==> src/rtl/arcade_input_pkg.sv <==
// Shared definitions for the arcade player-input conditioner: joystick word
// bit map, coin-channel state encoding and counter width.
package arcade_input_pkg;

    localparam int JB_RIGHT  = 0;
    localparam int JB_LEFT   = 1;
    localparam int JB_DOWN   = 2;
    localparam int JB_UP     = 3;
    localparam int JB_FIRE   = 4;
    localparam int JB_JUMP   = 5;
    localparam int JB_START  = 6;
    localparam int JB_SELECT = 7;
    localparam int JB_COIN   = 8;
    localparam int JB_PAUSE  = 9;

    localparam int CNT_W = 4;

    typedef enum logic [1:0] {
        IDLE,
        STRETCH,
        HOLD
    } coin_st_t;

endpackage

==> src/rtl/arcade_coin_stretch.sv <==
// One coin channel: stretches a coin press to at least COIN_FRAMES frame
// strobes and keeps it asserted while the coin input stays held.
module arcade_coin_stretch
    import arcade_input_pkg::*;
#(
    parameter int COIN_FRAMES = 3
) (
    input  logic clk_sys,
    input  logic rst_n,
    input  logic fs,
    input  logic coin_raw,
    output logic coin_n
);

    localparam logic [CNT_W-1:0] CNT_LOAD = CNT_W'(COIN_FRAMES);
    localparam logic [CNT_W-1:0] CNT_ONE  = CNT_W'(1);

    coin_st_t         state_q, state_d;
    logic [CNT_W-1:0] cnt_q, cnt_d;
    logic             coin_prev_q, coin_prev_d;
    logic             coin_n_q, coin_n_d;
    logic             coin_edge;

    assign coin_edge   = coin_raw & ~coin_prev_q;
    assign coin_prev_d = coin_raw;

    // NOTE: sequential state uses non-blocking assignments only, so every
    // flop samples the values from before the edge.
    always_ff @(posedge clk_sys or negedge rst_n) begin
        if (!rst_n) begin
            state_q     <= IDLE;
            cnt_q       <= '0;
            coin_prev_q <= 1'b0;
            coin_n_q    <= 1'b1;
        end else begin
            state_q     <= state_d;
            cnt_q       <= cnt_d;
            coin_prev_q <= coin_prev_d;
            coin_n_q    <= coin_n_d;
        end
    end

    // A load on the same cycle as a strobe wins; that strobe is not counted.
    always_comb begin
        state_d = state_q;
        cnt_d   = cnt_q;
        case (state_q)
            IDLE: begin
                if (coin_edge) begin
                    state_d = STRETCH;
                    cnt_d   = CNT_LOAD;
                end
            end
            STRETCH: begin
                if (fs) begin
                    cnt_d = cnt_q - CNT_ONE;
                    if (cnt_q == CNT_ONE) begin
                        state_d = HOLD;
                    end
                end
            end
            HOLD: begin
                if (!coin_raw) begin
                    state_d = IDLE;
                end
            end
            default: state_d = IDLE;
        endcase
    end

    always_comb begin
        coin_n_d = (state_d == IDLE);
    end

    assign coin_n = coin_n_q;

endmodule

==> src/rtl/arcade_input_ctrl.sv <==
// Player-input conditioner: merges or separates player joystick words into
// active-low core inputs with coin stretching, autofire and a pause latch.
module arcade_input_ctrl
    import arcade_input_pkg::*;
#(
    parameter int NPLAYERS    = 2,
    parameter int JOY_W       = 10,
    parameter int COIN_FRAMES = 3,
    parameter int AF_FRAMES   = 4
) (
    input  logic                      clk_sys,
    input  logic                      rst_n,
    input  logic                      soft_rst,
    input  logic                      vs,
    input  logic                      merge,
    input  logic [NPLAYERS-1:0]       af_en,
    input  logic [NPLAYERS*JOY_W-1:0] joy_in,
    output logic [NPLAYERS*6-1:0]     joy_n,
    output logic [NPLAYERS-1:0]       start_n,
    output logic [NPLAYERS-1:0]       coin_n,
    output logic                      pause
);

    localparam logic [CNT_W-1:0] AF_LOAD = CNT_W'(AF_FRAMES);
    localparam logic [CNT_W-1:0] CNT_ONE = CNT_W'(1);

    logic [2:0]          vs_pipe_q, vs_pipe_d;
    logic                fs;
    logic [JB_PAUSE:0]   merged;

    logic [NPLAYERS-1:0] fire_src, af_sel, coin_raw, fire_af;
    logic [NPLAYERS-1:0] af_on_q, af_on_d, af_ph_q, af_ph_d;
    logic [CNT_W-1:0]    af_cnt_q [NPLAYERS];
    logic [CNT_W-1:0]    af_cnt_d [NPLAYERS];

    logic [NPLAYERS*6-1:0] joy_n_q, joy_n_d;
    logic [NPLAYERS-1:0]   start_n_q, start_n_d;
    logic                  pause_q, pause_d;
    logic                  pause_prev_q, pause_prev_d;
    logic                  pause_edge;

    // Two synchroniser stages, then one more stage for rising-edge detection.
    always_comb vs_pipe_d = {vs_pipe_q[1:0], vs};
    assign fs = vs_pipe_q[1] & ~vs_pipe_q[2];

    always_comb begin
        merged = '0;
        for (int i = 0; i < NPLAYERS; i++) begin
            merged |= joy_in[i*JOY_W +: JB_PAUSE+1];
        end
    end

    always_comb begin
        for (int i = 0; i < NPLAYERS; i++) begin
            fire_src[i] = merge ? merged[JB_FIRE] : joy_in[i*JOY_W + JB_FIRE];
            af_sel[i]   = merge ? af_en[0] : af_en[i];
            coin_raw[i] = merge ? ((i == 0) && merged[JB_COIN])
                                : joy_in[i*JOY_W + JB_COIN];
        end
    end

    // Autofire: a held fire alternates every AF_FRAMES strobes, starting asserted.
    always_comb begin
        for (int i = 0; i < NPLAYERS; i++) begin
            af_on_d[i]  = af_on_q[i];
            af_ph_d[i]  = af_ph_q[i];
            af_cnt_d[i] = af_cnt_q[i];
            fire_af[i]  = fire_src[i];
            if (!af_sel[i] || !fire_src[i]) begin
                af_on_d[i]  = 1'b0;
                af_ph_d[i]  = 1'b0;
                af_cnt_d[i] = '0;
            end else if (!af_on_q[i]) begin
                af_on_d[i]  = 1'b1;
                af_ph_d[i]  = 1'b1;
                af_cnt_d[i] = AF_LOAD;
            end else begin
                if (fs) begin
                    if (af_cnt_q[i] == CNT_ONE) begin
                        af_ph_d[i]  = ~af_ph_q[i];
                        af_cnt_d[i] = AF_LOAD;
                    end else begin
                        af_cnt_d[i] = af_cnt_q[i] - CNT_ONE;
                    end
                end
                fire_af[i] = af_ph_d[i];
            end
        end
    end

    assign pause_edge   = merged[JB_PAUSE] & ~pause_prev_q;
    assign pause_prev_d = merged[JB_PAUSE];

    // NOTE: every always_comb output gets a default first, so no path can
    // leave it unassigned and infer a latch.
    always_comb begin
        joy_n_d   = '1;
        start_n_d = '1;
        for (int i = 0; i < NPLAYERS; i++) begin
            if (merge) begin
                joy_n_d[i*6 +: 6] = ~{merged[JB_JUMP], fire_af[0],
                                      merged[JB_UP], merged[JB_DOWN],
                                      merged[JB_LEFT], merged[JB_RIGHT]};
                start_n_d[i] = (i == 0) ? ~merged[JB_START]  :
                               (i == 1) ? ~merged[JB_SELECT] : 1'b1;
            end else begin
                joy_n_d[i*6 +: 6] = ~{joy_in[i*JOY_W + JB_JUMP], fire_af[i],
                                      joy_in[i*JOY_W + JB_UP],
                                      joy_in[i*JOY_W + JB_DOWN],
                                      joy_in[i*JOY_W + JB_LEFT],
                                      joy_in[i*JOY_W + JB_RIGHT]};
                start_n_d[i] = ~joy_in[i*JOY_W + JB_START];
            end
        end
        pause_d = soft_rst ? 1'b0 : (pause_q ^ pause_edge);
    end

    // NOTE: the autofire counter array is a handful of flops, not a RAM, so
    // it is reset element by element along with everything else.
    always_ff @(posedge clk_sys or negedge rst_n) begin
        if (!rst_n) begin
            vs_pipe_q    <= '0;
            af_on_q      <= '0;
            af_ph_q      <= '0;
            for (int i = 0; i < NPLAYERS; i++) begin
                af_cnt_q[i] <= '0;
            end
            joy_n_q      <= '1;
            start_n_q    <= '1;
            pause_q      <= 1'b0;
            pause_prev_q <= 1'b0;
        end else begin
            vs_pipe_q    <= vs_pipe_d;
            af_on_q      <= af_on_d;
            af_ph_q      <= af_ph_d;
            for (int i = 0; i < NPLAYERS; i++) begin
                af_cnt_q[i] <= af_cnt_d[i];
            end
            joy_n_q      <= joy_n_d;
            start_n_q    <= start_n_d;
            pause_q      <= pause_d;
            pause_prev_q <= pause_prev_d;
        end
    end

    for (genvar g = 0; g < NPLAYERS; g++) begin : g_coin
        arcade_coin_stretch #(
            .COIN_FRAMES(COIN_FRAMES)
        ) u_coin (
            .clk_sys (clk_sys),
            .rst_n   (rst_n),
            .fs      (fs),
            .coin_raw(coin_raw[g]),
            .coin_n  (coin_n[g])
        );
    end

    assign joy_n   = joy_n_q;
    assign start_n = start_n_q;
    assign pause   = pause_q;

endmodule

==> config.mk <==
export PLATFORM = sky130hd
export DESIGN_NAME = arcade_input_ctrl
export DESIGN_NICKNAME = d
export VERILOG_FILES = /design/src/rtl/arcade_input_pkg.sv /design/src/rtl/arcade_coin_stretch.sv /design/src/rtl/arcade_input_ctrl.sv
export SDC_FILE = /design/constraint.sdc
export NUM_CORES = 1
export LEC_CHECK = 0
export CORE_ASPECT_RATIO = 0.9
export CORE_MARGIN = 1.5
export CORE_UTILIZATION = 40
export DETAILED_ROUTE_END_ITERATION = 10
export PLACE_DENSITY = 0.74
export SLEW_MARGIN = 20
export SYNTH_ARGS = -nofsm -noshare
export SYNTH_HDL_FRONTEND = slang
export SYNTH_SLANG_ARGS = --single-unit
==> constraint.sdc <==
create_clock -name clk_sys -period 1.76 [get_ports clk_sys]
set_input_delay 0.352 -clock clk_sys [delete_from_list [all_inputs] [get_ports clk_sys]]
set_output_delay 0.352 -clock clk_sys [all_outputs]
set_load 0.02 [all_outputs]
# Yosys cells after proc, flatten, opt, wreduce, memory -nomap -nowiden

Index checks and enable logic that the tools add are counted.

Bits in registers: 47
Bits in latches: 0
Bits in writable memories: 0
Memory bits (read-only): 0
Input port bits: 27
Output and inout port bits: 17
Logic and storage cells: 116
Memories kept: 0

$add $sub $neg: 4
Multipliers: 0
Divide/modulo/power cells: 0
$lt $le $gt $ge: 0
Eq/ne operators: 14
Shift-type cells: 0
Multiplexer cells: 48
Bitwise logic cells: 19
Reductions and logical operators: 14

Operators by type and width:

| cell                  | number |
|---|---|
| $mux W4               | 12 |
| $mux W1               | 22 |
| $not A6 Y6            | 3 |
| $eq A4 B1 Y1 const B  | 4 |
| $mux W2               | 8 |
| $pmux W4 S2           | 2 |
| $sub A4 B1 Y4 const B | 4 |
| $mux W6               | 2 |
| $pmux W2 S3           | 2 |
| $not A1 Y1            | 10 |
| $or A10 B10 Y10       | 1 |
| $logic_not A2 Y1      | 4 |
| $ne A3 B2 Y1 const B  | 2 |
| $reduce_and A3 Y1     | 2 |
| $and A1 B1 Y1         | 4 |
| $eq A2 B1 Y1 const B  | 2 |
| $eq A2 B2 Y1 const B  | 2 |
| $logic_not A1 Y1      | 4 |
| $ne A2 B1 Y1 const B  | 2 |
| $ne A2 B2 Y1 const B  | 2 |
| $reduce_bool A2 Y1    | 2 |
| $logic_or A1 B1 Y1    | 2 |
| $xor A1 B1 Y1         | 1 |

# Logic depth before layout (Yosys ltp)

Gate-level depths: netlist of run 1.

Depth after elaboration: 7
Mapped depth: 6
Gate-level depth less buffers: 6

# Cells and area by module

From an unflattened synthesis of run 1, not the netlist that was laid out.

Cell total of the unflattened synthesis: 183
Area, all modules: 2089.5 sq um

By module, submodules not included:

| module              | times used | cells each | area each (sq um) | sequential area each (sq um) |
|---|---|---|---|---|
| arcade_input_ctrl   | 1          | 111        | 1288.7            | 793.3 |
| arcade_coin_stretch | 2          | 36         | 400.4             | 201.4 |

# Least setup slack after synthesis of run 1

Ideal clock, no wire load.

Path kind: register to register
From: register af_cnt_q[5] in the netlist's numbering
To: register joy_n_q[10], in the netlist joy_n[10]
Setup time: 0.094 ns
Arrival time: 1.541 ns
Data required time: 1.666 ns
Slack: 0.125 ns
Cell stages (with the launch flop): 7
Path buffers: 0
Period minus slack after synthesis: 1.635 ns
Cell sequence: dfrtp_1 > inv_1 > ha_1 > or3b_4 > o311a_4 > a211oi_2 > a41oi_1

Cells in the longest elaborated chain, start to end: 7

Ends and longest elaborated chain:

| element                         | RTL line                 | source |
|---|---|---|
| start, declared                 | arcade_input_ctrl.sv:33  | `logic [CNT_W-1:0] af_cnt_q [NPLAYERS];` |
| start signal, assigned by index | arcade_input_ctrl.sv:137 | `af_cnt_q[i] <= af_cnt_d[i];` |
| $eq A4 B1 Y1                    | arcade_input_ctrl.sv:79  | `if (af_cnt_q[i] == CNT_ONE) begin` |
| $mux W1                         | arcade_input_ctrl.sv:79  |  |
| $mux W1                         | arcade_input_ctrl.sv:78  | `if (fs) begin` |
| $mux W1                         | arcade_input_ctrl.sv:73  | `end else if (!af_on_q[i]) begin` |
| $mux W1                         | arcade_input_ctrl.sv:69  | `if (!af_sel[i] \|\| !fire_src[i]) begin` |
| $not A6 Y6                      | arcade_input_ctrl.sv:101 | `joy_n_d[i*6 +: 6] = ~{merged[JB_JUMP], fire_af[0],` |
| $mux W6                         | arcade_input_ctrl.sv:100 | `if (merge) begin` |
| net joy_n_d[10]                 | arcade_input_ctrl.sv:36  | `logic [NPLAYERS*6-1:0] joy_n_q, joy_n_d;` |
| end signal, assigned            | arcade_input_ctrl.sv:139 | `joy_n_q <= joy_n_d;` |
| end, declared                   | arcade_input_ctrl.sv:36  |  |

The timed path passes the listed nets, and every way through them passes these cells.
A chain may end at the register's enable or synchronous reset.

# Final worst setup path of run 1

Ends and elaborated chain as after synthesis.

==> results of run 1 <==
layout by cell type (no fill, tap or decap), types with 2 or more instances in the layout:
cell	count
dfrtp_1	31
clkdlybuf4s50_1	26
a21oi_1	24
nor2_1	16
dfstp_2	16
dlygate4sd2_1	16
inv_1	15
nand2_1	13
buf_4	10
ha_1	7
nor3_1	6
clkbuf_8	6
nand3_1	5
nand2b_1	4
mux2i_1	4
xor2_1	4
or3_1	3
xnor2_1	3
o21ai_0	3
nor2b_1	2
a31o_2	2
o22ai_1	2
and4bb_2	2
nor4_1	2
metal layers:
layer	wire, um	global-route usage [%]	vias to the layer above
met4	51	4.17	0
met5	0	0	-
li1	-	-	751
met2	1800	24.9	39
met1	1670	19.1	689
met3	239	4.00	7
flip-flops by register name (all words and copies together), names as in the netlist:
| register | cells |
|---|---|
| joy_n | 12 |
| af_cnt_q | 8 |
| g_coin.u_coin.cnt_q | 8 |
| g_coin.u_coin.state_q | 4 |
| vs_pipe_q | 3 |
| af_on_q | 2 |
| af_ph_q | 2 |
| g_coin.u_coin.coin_n | 2 |
| g_coin.u_coin.coin_prev_q | 2 |
| start_n | 2 |
| pause | 1 |
| pause_prev_q | 1 |
how the worst max path moves through the flow:
stage / depth (start not counted) / from / to
after floorplan: 6 / af_cnt_q[5] / joy_n[10]
after global placement: 6 / merge / g_coin[0].u_coin.cnt_q[0]
after detailed placement: 6 / merge / g_coin[0].u_coin.cnt_q[0]
after CTS: 6 / af_cnt_q[5] / joy_n[10]
after global routing: 6 / af_cnt_q[5] / joy_n[10]
final: 6 / af_cnt_q[5] / joy_n[10]
synthesized netlist by cell type, drive strengths merged (4+ instances only):
master  count  share of area, %
dfrtp      31                38
a21oi      24               5.8
dfstp      16                20
inv        16               2.9
nor2       16               2.9
nand2      13               2.4
ha          8               4.9
nor3        6               1.5
nand3       5               1.2
mux2i       4               1.9
nand2b      4               1.2
o21ai       4              0.97
xor2        4               1.7
cell type report:
type | instances | area share, %
clock inverter | 2 | 0.553
timing repair buffer | 54 | 18.4
clock buffer | 6 | 3.04
inverter | 16 | 2.21
tap | 65 | 3.00
multi-input combinational | 119 | 28.7
sequential | 47 | 44.1
per-stage QoR:
| stage | cells | util (%) | worst slack (ns) |
|---|---|---|---|
| after floorplan | 188 | - | 0.125 |
| after global placement | 300 | 53.7 | 0.0373 |
| after detailed placement | 300 | 53.7 | -0.00957 |
| after CTS | 308 | 55.2 | 0.0125 |
| after global routing | 309 | 55.4 | 0.00531 |
| final | 309 | 55.4 | 0.0600 |
repair_timing:
action / 4_1_cts / 5_1_grt
buffers inserted: 0 / 1
resized for setup: 16 / 2
setup endpoints to repair: 16 / 1
logic make-up (layout without fill, tap and decap cells):
logic type      count (synthesis)  count (layout)  share of synthesized area (%)
simple gates                   58              58                           15.0
buf+inv                        22              78                           4.43
mux                             4               4                           1.94
xor+xnor                        7               7                           2.97
fa+ha+maj                       8               8                           4.85
compound gates                 42              42                           12.9
flops                          47              47                           58.0
worst reg2reg max path, stage by stage, from the launching register on:
cell and delay (ns):
dfrtp_1 0.39, inv_2 0.06, ha_2 0.16, or3b_4 0.41, o311a_4 0.33, a211oi_2 0.21, a41oi_1 0.06
power by group through the flow:
stage                     registers (uW)  logic (uW)  clock network (uW)
after global routing                1440         679                 745
after detailed placement            1430         632                   0
after floorplan                     1430         375                   0
final                               1410         591                 677
after global placement              1420         620                   0
after CTS                           1410         602                 703
==> out/qor.csv, run 1 <==
stage;metric;value;unit
timing;finalClockSkew;0.0120;ns
cts;clkTransAtPathRegs;0.09;ns
layout;final_area;2710;um^2
placement;detailed_place_hpwl;2860;um
power;power_density;986;nW/um^2
global_route;grt_usage;14.9;%
cts;htreeDepth;2;
power;leakage;0.00122;uW
job;cap_violations;0;
timing;setup_tns;0;ns
layout;area_delta_synth_final;31.5;%
logic_synthesis;synth_cell_types;39;
power;irDropWorstVdd;519;uV
cts;numCtsBuffers;5;
setup_path;path_delay_family;compound AO/OA/AOI/OAI gates;
power;power.switching;787;uW
setup_path;cp_slowest_cell;or3b_4;
setup_path;cp.arrival;1.92;ns
setup_path;path_buf_inv;1;
logic_synthesis;synth-seq-area-share;58.0;%
power;p_sw_share;29.4;%
logic_synthesis;ys_warn_count;0;
timing;slew_headroom;67.7;%
setup_path;startpoint_type;register;
die;ios;44;
die;die_y;71.1;um
cts;hold_buffers;0;
setup_path;worstRegToRegCells;6;
die;num_rows;24;
drt;ant_nets;0;
layout;multi_input_area;778;um^2
cts;clockBufferDepth;2;
setup_path;crit-reg2reg-launch;af_cnt_q[5];
power;intPower;1890;uW
timing;setup_violations;0;
setup_path;worstSetupPathType;reg2reg;
global_route;grt_max_degree;27;
drt;drc;0;
logic_synthesis;synth-edff-count;0;
timing;rsz0062_at_grt;false;
timing;fin_crit_sh;96.6;%
logic_synthesis;synth_ff_type;dfrtp_1;
timing;final-hold-violation-count;0;
logic_synthesis;syn_avg_cell_area;11.0;um^2
layout;fillers;416;
logic_synthesis;synth_nets;223;
layout;drive_gt1_share;20.1;%
power;clkPwrFrac;25.3;%
global_route;grt_pass1_wl;6530;um
cts;worst_skew_pair.late_latency;0.30;ns
placement;io_buffer_count;43;
die;start_util;42.2;%
setup_path;max_stage_delay;0.41;ns
outcome;run_status;finished, final reports clean;
drt;first_pass_iters;4;
drt;dr_total_vias;1486;
timing;whs;0.000130;ns
cts;cts_root_buf;clkbuf_8;
global_route;first_global_vias;1459;
cts;clock-sinks;47;
timing;slew_viol_final;0;
logic_synthesis;ys_ff_latch;47;
drt;routed_wl;3750;um
setup_path;reg2reg_to;joy_n[10];
layout;seq_area;1200;um^2
drt;vias_per_cell;4.81;
timing;max_freq;588;MHz
logic_synthesis;async_flop_share;100;%
global_route;antenna_found_initial;0;
cts;cts_tree;built;
placement;place_area;2630;um^2
timing;worst_slew_pin_slew;0.484;ns
drt;wire_per_inst;12.1;um
logic_synthesis;synthCells;188;
setup_path;path_max_fanout;5;
logic_synthesis;synth_area;2060;um^2
timing;fin_crit;1.70;ns
die;die_area;5600;um^2
layout;insertedDiodeCount;0;
power;p_comb_share;22.1;%
global_route;grt_overflow;0;
setup_path;crit_chain;inv_2 > ha_2 > or3b_4 > o311a_4 > a211oi_2 > a41oi_1;
setup_path;cp.required;1.98;ns
power;p_seq_share;52.6;%
setup_path;setup.worst_path.end_class;register;
power;power;2680;uW
placement;place_congestion;0.812;
drt;first_iter_violations;60;
die;fp.dieW;78.7;um
layout;nets;278;
hold_path;hp-class;in2async;
die;coreArea;4890;um^2
setup_path;r2r_slack;0.06;ns
(Power assumes the default switching activity.)
==> run 2: changes to the inputs <==
==> constraint.sdc (replaced) <==
create_clock -name clk_sys -period 1.76 [get_ports clk_sys]
set_input_delay 0.176 -clock clk_sys [delete_from_list [all_inputs] [get_ports clk_sys]]
set_output_delay 0.176 -clock clk_sys [all_outputs]
set_load 0.02 [all_outputs]
==> run 2 against run 1 <==
Net effect:
- register-to-register slack better by 0.02 ns
- clock power grew 10%
- flip-flop and latch count did not move
- power grew 3.6%
- combinational power up 4.9%
- clock skew is 0.0082 ns lower
- via count shrank 0.40%
- worst setup slack improved by 0.019 ns
- fmax up 1.1%
- routed wire length shrank 0.85%
- critical endpoint unchanged
- highest routed layer unchanged
==> out/qor.csv, run 2 (synthesized netlist as in run 1, its figures left out) <==
stage;metric;value;unit
placement;place_congestion;0.776;
global_route;first_global_vias;1403;
die;start_util;42.2;%
hold_path;hp-class;in2reg;
cts;clock-sinks;47;
drt;drc;0;
placement;pre_cts_ws;0.0228;ns
setup_path;setup.worst_path.end_class;register;
drt;routed_wl;3720;um
setup_path;cp.required;1.97;ns
power;power.switching;777;uW
layout;drive_gt1_share;18.7;%
drt;ant_nets;0;
setup_path;cp.arrival;1.89;ns
timing;final-hold-violation-count;0;
cts;numCtsBuffers;5;
layout;nets;275;
power;p_comb_share;22.4;%
timing;slew_viol_final;0;
setup_path;startpoint_type;register;
power;leakage;0.00118;uW
setup_path;path_delay_family;compound AO/OA/AOI/OAI gates;
timing;fin_crit_sh;95.5;%
die;fp.dieW;78.7;um
setup_path;path_buf_inv;1;
power;clkPwrFrac;26.9;%
die;die_y;71.1;um
setup_path;cp_slowest_cell;dfrtp_1;
global_route;antenna_found_initial;0;
setup_path;max_stage_delay;0.40;ns
placement;detailed_place_hpwl;2820;um
placement;dp.cells;296;
die;coreArea;4890;um^2
cts;cts_tree;built;
setup_path;worstSetupPathType;reg2reg;
setup_path;path_max_fanout;5;
power;p_seq_share;50.7;%
timing;setup_tns;0;ns
drt;wire_per_inst;12.2;um
drt;first_pass_iters;4;
timing;whs;0.315;ns
layout;insertedDiodeCount;0;
job;cap_violations;0;
placement;io_buffer_count;43;
global_route;grt_usage;14.4;%
power;irDropWorstVdd;543;uV
timing;worst_slack;0.0792;ns
die;num_rows;24;
power;p_sw_share;28.0;%
cts;htreeDepth;2;
layout;fin_cells;306;
cts;clockBufferDepth;2;
cts;clkTransAtPathRegs;0.08;ns
power;intPower;2000;uW
timing;max_freq;595;MHz
global_route;grt_overflow;0;
layout;final_common_cell;clkdlybuf4s50_1;
global_route;grt_pass1_wl;6220;um
cts;worst_skew_pair.late_latency;0.29;ns
drt;vias_per_cell;4.84;
outcome;run_status;finished, final reports clean;
cts;cts_root_buf;clkbuf_8;
timing;finalClockSkew;0.00384;ns
layout;area_delta_synth_final;32.3;%
timing;setup_violations;0;
power;power_density;1020;nW/um^2
layout;final_util;55.8;%
drt;dr_total_vias;1480;
drt;first_iter_violations;49;
timing;worst_slew_pin_slew;0.489;ns
timing;slew_headroom;67.3;%
timing;rsz0062_at_grt;false;
global_route;grt_max_degree;29;
layout;largest_reg_flops;12;
die;die_area;5600;um^2
layout;layout_common_cells;clkdlybuf4s50_1 (42), dfrtp_1 (31), a21oi_1 (24);
timing;fin_crit;1.68;ns
setup_path;crit_chain;inv_2 > ha_2 > or3b_4 > o311a_4 > a211oi_2 > a41oi_1;
die;ios;44;
run 2: cell count changes in the layout (fill, tap and decap cells not counted), sizes merged:
cell | before | now
buf | 12 | 8
clkbuf | 6 | 7
clkdlybuf4s50 | 26 | 42
dlygate4sd2 | 16 | 0
dlygate4sd3 | 0 | 1
inv | 17 | 16
run 2: power by group through the flow:
stage	logic (uW)	registers [uW]	clock network, uW
final	620	1410	747
after global placement	608	1420	0
after detailed placement	631	1420	0
after CTS	633	1410	780
after floorplan	375	1430	0
after global routing	690	1430	823
run 2: final cells by class:
| class | instances | area [um^2] |
|---|---|---|
| fillers | 412 | 2170 |
| flip-flops and latches | 47 | 1200 |
| multi-input cells | 119 | 778 |
| repair buffers | 51 | 500 |
| clock buffers | 7 | 108 |
| well taps | 65 | 81.3 |
| inverters | 16 | 60.1 |
| clock inverters | 1 | 5.00 |
run 2: repair_timing:
action                     in CTS  in global routing
hold buffers                    1                  0
buffers inserted                0                  1
setup endpoints to repair       0                  1
hold endpoints to repair        5                  0
resized for setup               0                  2
run 2: per-layer routing:
layer	global-route usage (%)	wire length, um	part of all wire, %	up-vias
li1	-	-	-	740
met1	17.5	1690	46	696
met5	0	0	0	-
met3	3.87	211	5.7	8
met4	5.95	61	1.6	0
met2	24.2	1750	47	36
run 2: per-stage QoR:
step	total power, uW	cell area [um^2]
after global placement	2030	2600
after detailed placement	2050	2600
final	2770	2730
after global routing	2940	2730
after floorplan	1810	2060
after CTS	2820	2720
run 2: path summary, 6_finish.rpt:
check / start / to / slack, ns / cells after the start
worst max-delay path: af_cnt_q[5] / joy_n[10] / 0.08 / 6
worst min-delay path: vs / vs_pipe_q[0] / 0.32 / 1
worst max register to register: af_cnt_q[5] / joy_n[10] / 0.08 / 6
worst min register to register: vs_pipe_q[0] / vs_pipe_q[1] / 0.35 / 0
max in group asynchronous: rst_n / g_coin[1].u_coin.coin_n / 0.83 / 3
min in group asynchronous: rst_n / af_cnt_q[7] / 0.35 / 2
